===== src/rtl/lsu_pkg.sv =====
// Shared encodings for the load/store unit: access sizes, response error codes and FSM states.
package lsu_pkg;

    typedef enum logic [1:0] {
        SZ_BYTE = 2'd0,
        SZ_HALF = 2'd1,
        SZ_WORD = 2'd2,
        SZ_ILL  = 2'd3
    } size_e;

    typedef enum logic [1:0] {
        ERR_OK  = 2'b00,
        ERR_MIS = 2'b01,
        ERR_TMO = 2'b10
    } err_e;

    typedef enum logic [1:0] {
        IDLE = 2'd0,
        REQ  = 2'd1,
        RESP = 2'd2
    } state_e;

    function automatic logic misaligned(input size_e size, input logic [1:0] lo);
        case (size)
            SZ_BYTE: misaligned = 1'b0;
            SZ_HALF: misaligned = lo[0];
            SZ_WORD: misaligned = (lo != 2'b00);
            default: misaligned = 1'b1;
        endcase
    endfunction

endpackage


===== src/rtl/lsu_lane.sv =====
// Combinational lane steering: load byte/half extraction with extension, store replication and mask.
module lsu_lane
    import lsu_pkg::*;
(
    input  logic [1:0]  addr_lo,
    input  size_e       size,
    input  logic        uns,
    input  logic [31:0] wdata,
    input  logic [31:0] rdata,
    output logic [31:0] load_data,
    output logic [31:0] store_data,
    output logic [3:0]  store_mask
);

    logic [15:0] sel;

    always_comb begin
        sel        = 16'(rdata >> {addr_lo, 3'b000});
        load_data  = rdata;
        store_data = wdata;
        store_mask = 4'b1111;
        case (size)
            SZ_BYTE: begin
                load_data  = uns ? {24'b0, sel[7:0]} : {{24{sel[7]}}, sel[7:0]};
                store_data = {4{wdata[7:0]}};
                store_mask = 4'b0001 << addr_lo;
            end
            SZ_HALF: begin
                load_data  = uns ? {16'b0, sel} : {{16{sel[15]}}, sel};
                store_data = {2{wdata[15:0]}};
                store_mask = 4'b0011 << addr_lo;
            end
            default: ;
        endcase
    end

endmodule


===== src/rtl/lsu.sv =====
// Load/store unit: single outstanding access to a PMEM responder with alignment check and timeout.
module lsu
    import lsu_pkg::*;
#(
    parameter int unsigned TIMEOUT = 255
) (
    input  logic        clk,
    input  logic        rst_n,
    input  logic        req_valid,
    output logic        req_ready,
    input  logic        req_wen,
    input  logic [31:0] req_addr,
    input  logic [31:0] req_wdata,
    input  logic [1:0]  req_size,
    input  logic        req_unsigned,
    output logic        resp_valid,
    input  logic        resp_ready,
    output logic [31:0] resp_rdata,
    output logic [1:0]  resp_err,
    output logic        mem_valid,
    input  logic        mem_ready,
    output logic [31:0] mem_raddr,
    output logic [31:0] mem_waddr,
    input  logic [31:0] mem_rdata,
    output logic        mem_wen,
    output logic [31:0] mem_wdata,
    output logic [3:0]  mem_wmask
);

    localparam int unsigned CW = $clog2(TIMEOUT + 1);
    localparam logic [CW-1:0] LAST = CW'(TIMEOUT - 1);

    state_e        state, state_n;
    logic [31:0]   addr_q, wdata_q, rdata_q;
    logic          wen_q, uns_q;
    size_e         size_q;
    err_e          err_q;
    logic [CW-1:0] cnt;
    logic [31:0]   load_data, store_data;
    logic [3:0]    store_mask;
    logic          req_bad;

    assign req_bad = misaligned(size_e'(req_size), req_addr[1:0]);

    lsu_lane u_lane (
        .addr_lo    (addr_q[1:0]),
        .size       (size_q),
        .uns        (uns_q),
        .wdata      (wdata_q),
        .rdata      (mem_rdata),
        .load_data  (load_data),
        .store_data (store_data),
        .store_mask (store_mask)
    );

    always_comb begin
        state_n = state;
        case (state)
            IDLE:    if (req_valid) state_n = req_bad ? RESP : REQ;
            REQ:     if (mem_ready || cnt == LAST) state_n = RESP;
            RESP:    if (resp_ready) state_n = IDLE;
            default: state_n = IDLE;
        endcase
    end

    always_ff @(posedge clk or negedge rst_n) begin
        if (!rst_n) begin
            state   <= IDLE;
            addr_q  <= '0;
            wdata_q <= '0;
            rdata_q <= '0;
            wen_q   <= 1'b0;
            uns_q   <= 1'b0;
            size_q  <= SZ_BYTE;
            err_q   <= ERR_OK;
            cnt     <= '0;
        end else begin
            state <= state_n;
            case (state)
                IDLE: if (req_valid) begin
                    addr_q  <= req_addr;
                    wdata_q <= req_wdata;
                    wen_q   <= req_wen;
                    uns_q   <= req_unsigned;
                    size_q  <= size_e'(req_size);
                    rdata_q <= '0;
                    cnt     <= '0;
                    err_q   <= req_bad ? ERR_MIS : ERR_OK;
                end
                // mem_ready wins over the timeout on the final counted cycle
                REQ: if (mem_ready) begin
                    rdata_q <= wen_q ? '0 : load_data;
                    err_q   <= ERR_OK;
                end else if (cnt == LAST) begin
                    err_q <= ERR_TMO;
                end else begin
                    cnt <= cnt + 1'b1;
                end
                default: ;
            endcase
        end
    end

    assign req_ready  = (state == IDLE);
    assign resp_valid = (state == RESP);
    assign resp_rdata = resp_valid ? rdata_q : '0;
    assign resp_err   = resp_valid ? err_q : ERR_OK;
    assign mem_valid  = (state == REQ);
    assign mem_raddr  = {addr_q[31:2], 2'b00};
    assign mem_waddr  = {addr_q[31:2], 2'b00};
    assign mem_wen    = mem_valid & wen_q;
    assign mem_wdata  = mem_wen ? store_data : '0;
    assign mem_wmask  = mem_wen ? store_mask : '0;

endmodule


===== config.mk =====
export PLATFORM = sky130hd
export DESIGN_NAME = lsu
export DESIGN_NICKNAME = d
export VERILOG_FILES = /design/src/rtl/lsu_pkg.sv /design/src/rtl/lsu_lane.sv /design/src/rtl/lsu.sv
export SDC_FILE = /design/constraint.sdc
export NUM_CORES = 1
export LEC_CHECK = 0
export ABC_AREA = 1
export BUFFER_PORTS_ARGS = -buffer_cell sky130_fd_sc_hd__buf_2
export CAP_MARGIN = 10
export CORE_MARGIN = 5
export CORE_UTILIZATION = 45
export CTS_CLUSTER_SIZE = 8
export DETAILED_ROUTE_END_ITERATION = 8
export MAX_ROUTING_LAYER = met4
export PLACE_DENSITY = 0.77
export SYNTH_ARGS = -nofsm -noshare
export SYNTH_HDL_FRONTEND = slang
export SYNTH_SLANG_ARGS = --single-unit
export TNS_END_PERCENT = 10

===== constraint.sdc =====
create_clock -name clk -period 1.3 [get_ports clk]
set_input_delay 0 -clock clk [delete_from_list [all_inputs] [get_ports clk]]
set_output_delay 0 -clock clk [all_outputs]
set_load 0.02 [all_outputs]

==> impl_metrics.yaml, run 1 <==
status:
  status: "finished with violations"
  violations: "hold timing, setup timing"
route:
  drtIter0Drc: 716
  drc_errors: 0
  routedWlPerCell_um: 17.6
  wirelength_um: 24600
  dr_total_vias: 7221
  vias_per_cell: 5.18
  drt_pass1_iterations: 6
  final_antenna_net_count: 0
cts:
  cts_tree: "yes"
  clk_path_buf_depth: 2
  cts_root_buf: "clkbuf_16"
  numClockSinks: 112
  clock_latency_ns: 0.36
  numCtsBuffers: 9
  ctsHtreeMaxLevel: 3
  path_clk_slew_ns: 0.08
placement:
  port-buffer-count: 238
  place.gp.congestion: 0.952
  pre_cts_ws_ns: -0.202
  dp_hpwl_um: 15200
  dpl_cell_area_um2: 8220
finish:
  nNetsFinal: 1313
  drive_gt1_frac: 0.377
  final_cell_area_um2: 10000
  nFillCells: 995
  syn_to_final_growth_pct: 55.8
sta:
  setup_viol: 181
  tns_ns: -33.88
  final_max_slew_viol_count: 0
  holdWs_ns: -0.00407
  rsz0062_at_grt: "true"
  post-route-min-period_ns: 1.76
  fin_crit_sh: 1.35
  fin_worst_skew_ns: 0.00820
  hold_viol: 1
  max_freq_mhz: 568
  fin_ws_ns: -0.461
yosys:
  synth_top_area_frac: 0.434
  yosys.area.top_type: "dfrtp_1"
  synth-seq-area-share: 0.434
  ys.flop_type: "dfrtp_1"
  synth_edf_count: 0
  syn_area_per_cell_um2: 7.10
  synth-seq-cells: 112
  synth.distinct_cells: 34
  netlist_area_um2: 6450
  synthTopCellsByArea: "dfrtp_1 43%, nand2_1 20%, buf_4 8.0%"
  syn_inst: 908
  yosysWarnings: 0
  synth-async-reset-ratio: 1.00
power:
  peakVddDrop_v: 0.00125
  powerDensity_nw_per_um2: 2190
  leakage_uw: 0.00510
critical_path:
  crit_arrival_ns: 1.76
  cp-end-kind: "output pin"
  critPathMaxFanout: 4
  path_class: "reg -> out"
  cp.required_ns: 1.30
  rrSetupSlack_ns: -0.24
  critPathLaunchType: "flip-flop"
floorplanning:
  rows: 43
  pin_count: 243
  die_w_um: 130
  dieArea_um2: 16800
  core_region_area_um2: 14000
  start_util: 0.461
  die_h_um: 130
hold_path:
  hold_class: "in -> reg"
run:
  maxCapViolations: 0
grt:
  antenna_found_initial: 2
  first_global_vias: 7242
  grt_max_degree: 43
  grt_pass1_wl_um: 36600
  grtUsageTotal: 0.284
  grt_overflow: 0
## registers in the layout, indices dropped and copies added, names as in the netlist
signal,count
addr_q,32
rdata_q,32
wdata_q,32
cnt,8
err_q,2
size_q,2
state,2
uns_q,1
wen_q,1
## cell usage after synthesis (all sizes together) (3+ instances only)
| master | number |
|---|---|
| inv | 70 |
| nor2 | 121 |
| or2 | 3 |
| nand2 | 356 |
| o21ai | 52 |
| a21oi | 19 |
| o22ai | 8 |
| clkbuf | 19 |
| buf | 83 |
| dfrtp | 112 |
| nand4 | 3 |
| nand3 | 52 |
## worst paths after layout
kind | from | end | cells after the start
min reg2reg | rdata_q[11]$_DFFE_PN0P_ | rdata_q[11]$_DFFE_PN0P_ | 2
min in group asynchronous | rst_n | addr_q[2]$_DFFE_PN0P_ | 2
min | req_size[0] | size_q[0]$_DFFE_PN0P_ | 3
max in group asynchronous | rst_n | addr_q[18]$_DFFE_PN0P_ | 3
max | state[1]$_DFFE_PN0P_ | mem_wdata[10] | 7
max reg2reg | state[1]$_DFFE_PN0P_ | rdata_q[23]$_DFFE_PN0P_ | 9
## metrics by stage
stage	utilization	instances	power, uW
floorplan	-	911	14000
global placement	0.588	1292	16500
detailed placement	0.588	1292	16800
CTS	0.707	1391	21200
global route	0.718	1393	23300
finish	0.718	1394	22000
## layout by cell type (no fill, tap or decap), drive strengths merged, types with 4 or more instances in the layout
cell	n
nor2	121
o21ai	52
conb	4
clkbuf	9
dfrtp	112
inv	72
o22ai	8
nand2	356
a21oi	19
dlygate4sd3	74
nand3	52
buf	312
## worst max-delay path: stages (launching register included)
cell and delay (ns):
dfrtp_2 0.42, inv_2 0.08, nand2_4 0.05, nor2_4 0.24, buf_6 0.19, o21ai_4 0.09, nor2_2 0.18, buf_6 0.15
## layer usage
| layer | up-vias | wire length, um | global-route usage |
|---|---|---|---|
| li1 | 3333 | - | - |
| met1 | 3335 | 9110 | 0.342 |
| met2 | 455 | 12200 | 0.470 |
| met3 | 98 | 2130 | 0.0471 |
| met4 | 0 | 1180 | 0.131 |
| met5 | - | 0 | - |
## area by class of cell
| class | count | area [um2] | share of cell area |
|---|---|---|---|
| clock buffers | 9 | 225 | 0.0224 |
| clock inverters | 7 | 103 | 0.0102 |
| inverters | 71 | 295 | 0.0294 |
| diodes | 3 | 7.51 | 0.000747 |
| well taps | 180 | 225 | 0.0224 |
| repair buffers | 386 | 3060 | 0.305 |
| flip-flops and latches | 112 | 2810 | 0.279 |
| multi-input cells | 626 | 3320 | 0.331 |
## power breakdown
group          leakage, uW  total (uW)  switching [uW]  internal, uW
clock network     0.000157        3110            1400          1710
logic              0.00350       12900            8210          4680
registers          0.00144        6040            1210          4830
## logic make-up (layout without fill, tap and decap cells)
family	count (synthesis)	in the layout	synth area share
buffers and inverters	173	473	0.146
XOR/XNOR	1	1	0.00136
other	1	7	0.000581
AO/OA/AOI/OAI	82	82	0.0700
adder cells (fa/ha/maj)	2	2	0.00388
flip-flops	112	112	0.434
AND/OR/NAND/NOR	537	537	0.343
## repair_timing
action | CTS | global route
cloned | 1 | 0
pin swaps | 11 | 22
setup buffers | 8 | 0
hold buffers | 74 | 0
endpoints found under the hold margin | 185 | 0
setup endpoints to repair | 171 | 186
resized for setup | 180 | 44
(Power assumes the default switching activity.)
==> inputs of run 2 (changes only) <==
CORE_ASPECT_RATIO = 1.75   (was default)
MAX_ROUTING_LAYER = default   (was met4)
==> impl_metrics.yaml, run 2 (synthesized netlist as in run 1, its figures left out) <==
sta:
  holdWs_ns: 0.00536
  fin_crit_sh: 1.26
  rsz0062_at_grt: "true"
  fin_ws_ns: -0.337
  post-route-min-period_ns: 1.64
  final_max_slew_viol_count: 0
  hold_viol: 0
  setup_viol: 186
  max_freq_mhz: 611
  fin_worst_skew_ns: 0.0128
power:
  powerDensity_nw_per_um2: 2150
  leakage_uw: 0.00509
  peakVddDrop_v: 0.00161
  p_total_uw: 21500
cts:
  cts_root_buf: "clkbuf_16"
  clk_path_buf_depth: 2
  cts_tree: "yes"
  numCtsBuffers: 9
  clock_latency_ns: 0.36
  path_clk_slew_ns: 0.08
  numClockSinks: 112
  ctsHtreeMaxLevel: 3
floorplanning:
  pin_count: 243
  rows: 58
  die_w_um: 101
  start_util: 0.454
  core_region_area_um2: 14200
  die_h_um: 168
  dieArea_um2: 16900
finish:
  final_common_cell: "nand2_1"
  seq_area_um2: 2810
  nNetsFinal: 1311
  drive_gt1_frac: 0.377
  final_cell_area_um2: 10000
  final_cell_mix: "347 x nand2_1, 163 x buf_2, 108 x dfrtp_1"
  reg.largest.list: "addr_q x32, rdata_q x32, wdata_q x32"
  multiInputGateArea_um2: 3320
  nFillCells: 1109
  syn_to_final_growth_pct: 55.0
critical_path:
  critPathLaunchType: "flip-flop"
  rrSetupSlack_ns: -0.24
  critPathMaxFanout: 6
  cp-end-kind: "output pin"
  crit_arrival_ns: 1.64
  cp.required_ns: 1.30
  path_class: "reg -> out"
route:
  dr_total_vias: 6963
  vias_per_cell: 5.01
  drtIter0Drc: 380
  routedWlPerCell_um: 16.8
  final_antenna_net_count: 0
  wirelength_um: 23400
  drc_errors: 0
  drt_pass1_iterations: 4
hold_path:
  hold_class: "in -> reg"
placement:
  pre_cts_ws_ns: -0.189
  place.gp.congestion: 0.934
  dp_hpwl_um: 16000
  port-buffer-count: 238
  dpl_cell_area_um2: 8210
grt:
  grt_overflow: 0
  antenna_found_initial: 2
  grtUsageTotal: 0.281
  first_global_vias: 7362
  grt_pass1_wl_um: 37300
  grt_max_degree: 50
status:
  violations: "setup timing"
  status: "finished with violations"
run:
  maxCapViolations: 0
run 2: changes by cell type in the layout (fill, tap and decap cells not counted), moves of 3 or more:
cell / previous run / this run
buf_6: 63 / 60
o21ai_2: 5 / 8
nor2_1: 52 / 56
nor2_2: 22 / 19
o21ai_1: 13 / 9
run 2: area by class of cell:
| cell class | count | share of cell area |
|---|---|---|
| timing repair buffer | 384 | 0.306 |
| clock inverter | 7 | 0.00613 |
| inverter | 71 | 0.0289 |
| antenna | 2 | 0.000501 |
| tap | 180 | 0.0225 |
| sequential | 112 | 0.281 |
| clock buffer | 9 | 0.0225 |
| multi-input combinational | 626 | 0.332 |
run 2: path summary, 6_finish.rpt:
| check | cells past startpoint | startpoint | endpoint |
|---|---|---|---|
| max | 7 | state[1]$_DFFE_PN0P_ | mem_wdata[19] |
| min reg2reg | 2 | rdata_q[16]$_DFFE_PN0P_ | rdata_q[16]$_DFFE_PN0P_ |
| max reg2reg | 9 | state[0]$_DFFE_PN0P_ | rdata_q[26]$_DFFE_PN0P_ |
| min | 5 | mem_rdata[3] | rdata_q[3]$_DFFE_PN0P_ |
| max in group asynchronous | 3 | rst_n | addr_q[11]$_DFFE_PN0P_ |
| min in group asynchronous | 2 | rst_n | cnt[5]$_DFFE_PN0P_ |
run 2: report_power, final:
group	switching [uW]	total (uW)	internal, uW
registers	1150	5980	4830
clock network	1440	2780	1350
logic	8010	12800	4740
run 2: per-layer routing:
metal | vias up | routed length, um | global-route usage
met5 | - | 0 | 0
met4 | 0 | 1200 | 0.166
met3 | 76 | 1540 | 0.0510
met2 | 298 | 12500 | 0.494
met1 | 3260 | 8180 | 0.308
li1 | 3329 | - | -
run 2: timing repair:
item                                    CTS  global route
hold buffers                             72             0
gates resized for setup                 191            25
endpoints found under the setup margin  173           186
cloned                                    2             0
setup buffers                            11             1
pin swaps                                22             8
hold endpoints to repair                183             0
run 2: stage by stage:
step	std cells	TNS, ns	utilization
2_1_floorplan	911	-11.50	-
3_3_place_gp	1287	-7.70	0.577
3_5_place_dp	1287	-10.36	0.577
4_1_cts	1388	-25.06	0.696
5_1_grt	1391	-45.90	0.703
6_report	1391	-31.54	0.703
run 2: critical path, cell delays in order, from the launching register on:
cell and delay, ns:
dfrtp_2 0.41, inv_2 0.08, nand2_4 0.06, nor2_4 0.22
inv_6 0.09, buf_12 0.16, a21oi_4 0.12, buf_6 0.13
==> inputs of run 3 (changes only) <==
REMOVE_ABC_BUFFERS = 1   (was default)
clock period = 1.45 ns   (was 1.3 ns; I/O delays follow)
==> impl_metrics.yaml, run 3 (synthesized netlist as in run 1, its figures left out) <==
finish:
  nFillCells: 1207
  final_cell_mix: "347 x nand2_1, 166 x buf_2, 108 x dfrtp_1"
  nNetsFinal: 1294
  utilization: 0.656
  reg.largest.list: "addr_q x32, rdata_q x32, wdata_q x32"
  final_cell_area_um2: 9330
  multiInputGateArea_um2: 2940
  syn_to_final_growth_pct: 44.6
  drive_gt1_frac: 0.336
  seq_area_um2: 2810
  instances_no_fill: 1373
  final_common_cell: "nand2_1"
route:
  dr_total_vias: 6870
  wirelength_um: 21900
  drt_pass1_iterations: 4
  drc_errors: 0
  routedWlPerCell_um: 15.9
  final_antenna_net_count: 0
  vias_per_cell: 5.00
  drtIter0Drc: 338
floorplanning:
  die_h_um: 168
  start_util: 0.454
  rows: 58
  die_w_um: 101
  dieArea_um2: 16900
  core_region_area_um2: 14200
  pin_count: 243
critical_path:
  cp.required_ns: 1.45
  cp_top_family: "buffers and inverters"
  crit_arrival_ns: 1.56
  critPathMaxFanout: 34
  worstPathCellList: "inv_2 > buf_4 > nor2_4 > inv_2 > buf_12 > nor2_1 > buf_4"
  cp_num_buf_inv: 5
  critical_path.max_stage_delay_ns: 0.36
  slowest_stage: "dfrtp_1"
  critPathLaunchType: "flip-flop"
  path_class: "reg -> out"
  cp-end-kind: "output pin"
status:
  violations: "setup timing"
  status: "finished with violations"
grt:
  grt_overflow: 0
  antenna_found_initial: 1
  first_global_vias: 7074
  grt_max_degree: 71
  grt_pass1_wl_um: 34400
  grtUsageTotal: 0.253
sta:
  fin_ws_ns: -0.106
  fin_crit_sh: 1.07
  post-route-min-period_ns: 1.56
  tns_ns: -5.38
  setup_viol: 132
  hold_viol: 0
  final_max_slew_viol_count: 0
  max_freq_mhz: 643
  rsz0062_at_grt: "true"
  fin_worst_skew_ns: 0.0108
cts:
  clock_latency_ns: 0.35
  cts_root_buf: "clkbuf_16"
  clk_path_buf_depth: 2
  numClockSinks: 112
  path_clk_slew_ns: 0.08
  ctsHtreeMaxLevel: 3
  numCtsBuffers: 9
  cts_tree: "yes"
hold_path:
  hold_class: "in -> reg"
placement:
  pre_cts_ws_ns: -0.0243
  port-buffer-count: 238
  dpl_cell_area_um2: 7610
  dp_cells: 1269
  dp_hpwl_um: 14500
  place.gp.congestion: 0.995
power:
  peakVddDrop_v: 0.00133
  leakage_uw: 0.00494
  powerDensity_nw_per_um2: 1910
run:
  maxCapViolations: 0
## run 3: cell types whose count changed in the layout (fill, tap and decap cells not counted), sizes merged
| cell | change |
|---|---|
| diode | -1 |
| buf | -22 |
| clkbuf | +1 |
| inv | -2 |
| dlygate4sd3 | +5 |
| bufinv | +1 |
## run 3: metal layers
metal / track usage / part of all wire / vias up
met3: 0.0502 / 0.063 / 83
met4: 0.132 / 0.051 / 0
met2: 0.454 / 0.53 / 280
met1: 0.276 / 0.36 / 3221
li1: - / - / 3286
met5: 0 / 0 / -
## run 3: final timing paths
check / start / to / slack (ns) / depth (start not counted)
setup / recovery: state[1]$_DFFE_PN0P_ / resp_rdata[31] / -0.11 / 7
hold / removal: mem_rdata[5] / rdata_q[5]$_DFFE_PN0P_ / 0.007 / 5
setup reg to reg: state[0]$_DFFE_PN0P_ / addr_q[20]$_DFFE_PN0P_ / -0.08 / 7
hold reg to reg: wdata_q[20]$_DFFE_PN0P_ / wdata_q[20]$_DFFE_PN0P_ / 0.48 / 2
max in group asynchronous: rst_n / wdata_q[14]$_DFFE_PN0P_ / 0.64 / 3
min in group asynchronous: rst_n / cnt[6]$_DFFE_PN0P_ / 0.13 / 2
## run 3: cell type report
type                       count  share of cell area
tap                          180              0.0241
multi-input combinational    626               0.316
sequential                   112               0.301
timing repair buffer         367               0.296
inverter                      71              0.0299
clock inverter                 6             0.00805
antenna                        1            0.000268
clock buffer                  10              0.0246
## run 3: tightest hold or removal path: stages
cell	delay, ns
buf_2	0.07
nor2_1	0.04
nor2_2	0.09
nand2_1	0.07
o21ai_2	0.06
## run 3: what timing repair did
item,4_1_cts,5_1_grt
buffers inserted,8,2
hold endpoints to repair,168,0
hold buffers,77,0
cloned,1,0
endpoints found under the setup margin,84,173
gates resized for setup,135,65
pin swaps,10,7
## run 3: power breakdown
| part | total [uW] | switching (uW) | internal, uW |
|---|---|---|---|
| Sequential | 5330 | 999 | 4330 |
| Combinational | 9850 | 6290 | 3560 |
| Clock | 2610 | 1240 | 1370 |
| Total | 17800 | 8530 | 9260 |
## run 3: through the flow
| step | hold WS [ns] | power [uW] |
|---|---|---|
| 2_1_floorplan | -0.296 | 10200 |
| 3_3_place_gp | -0.0132 | 13600 |
| 3_5_place_dp | -0.0149 | 13800 |
| 4_1_cts | 0.000909 | 17300 |
| 5_1_grt | 0.0132 | 18900 |
| 6_report | 0.00653 | 17800 |
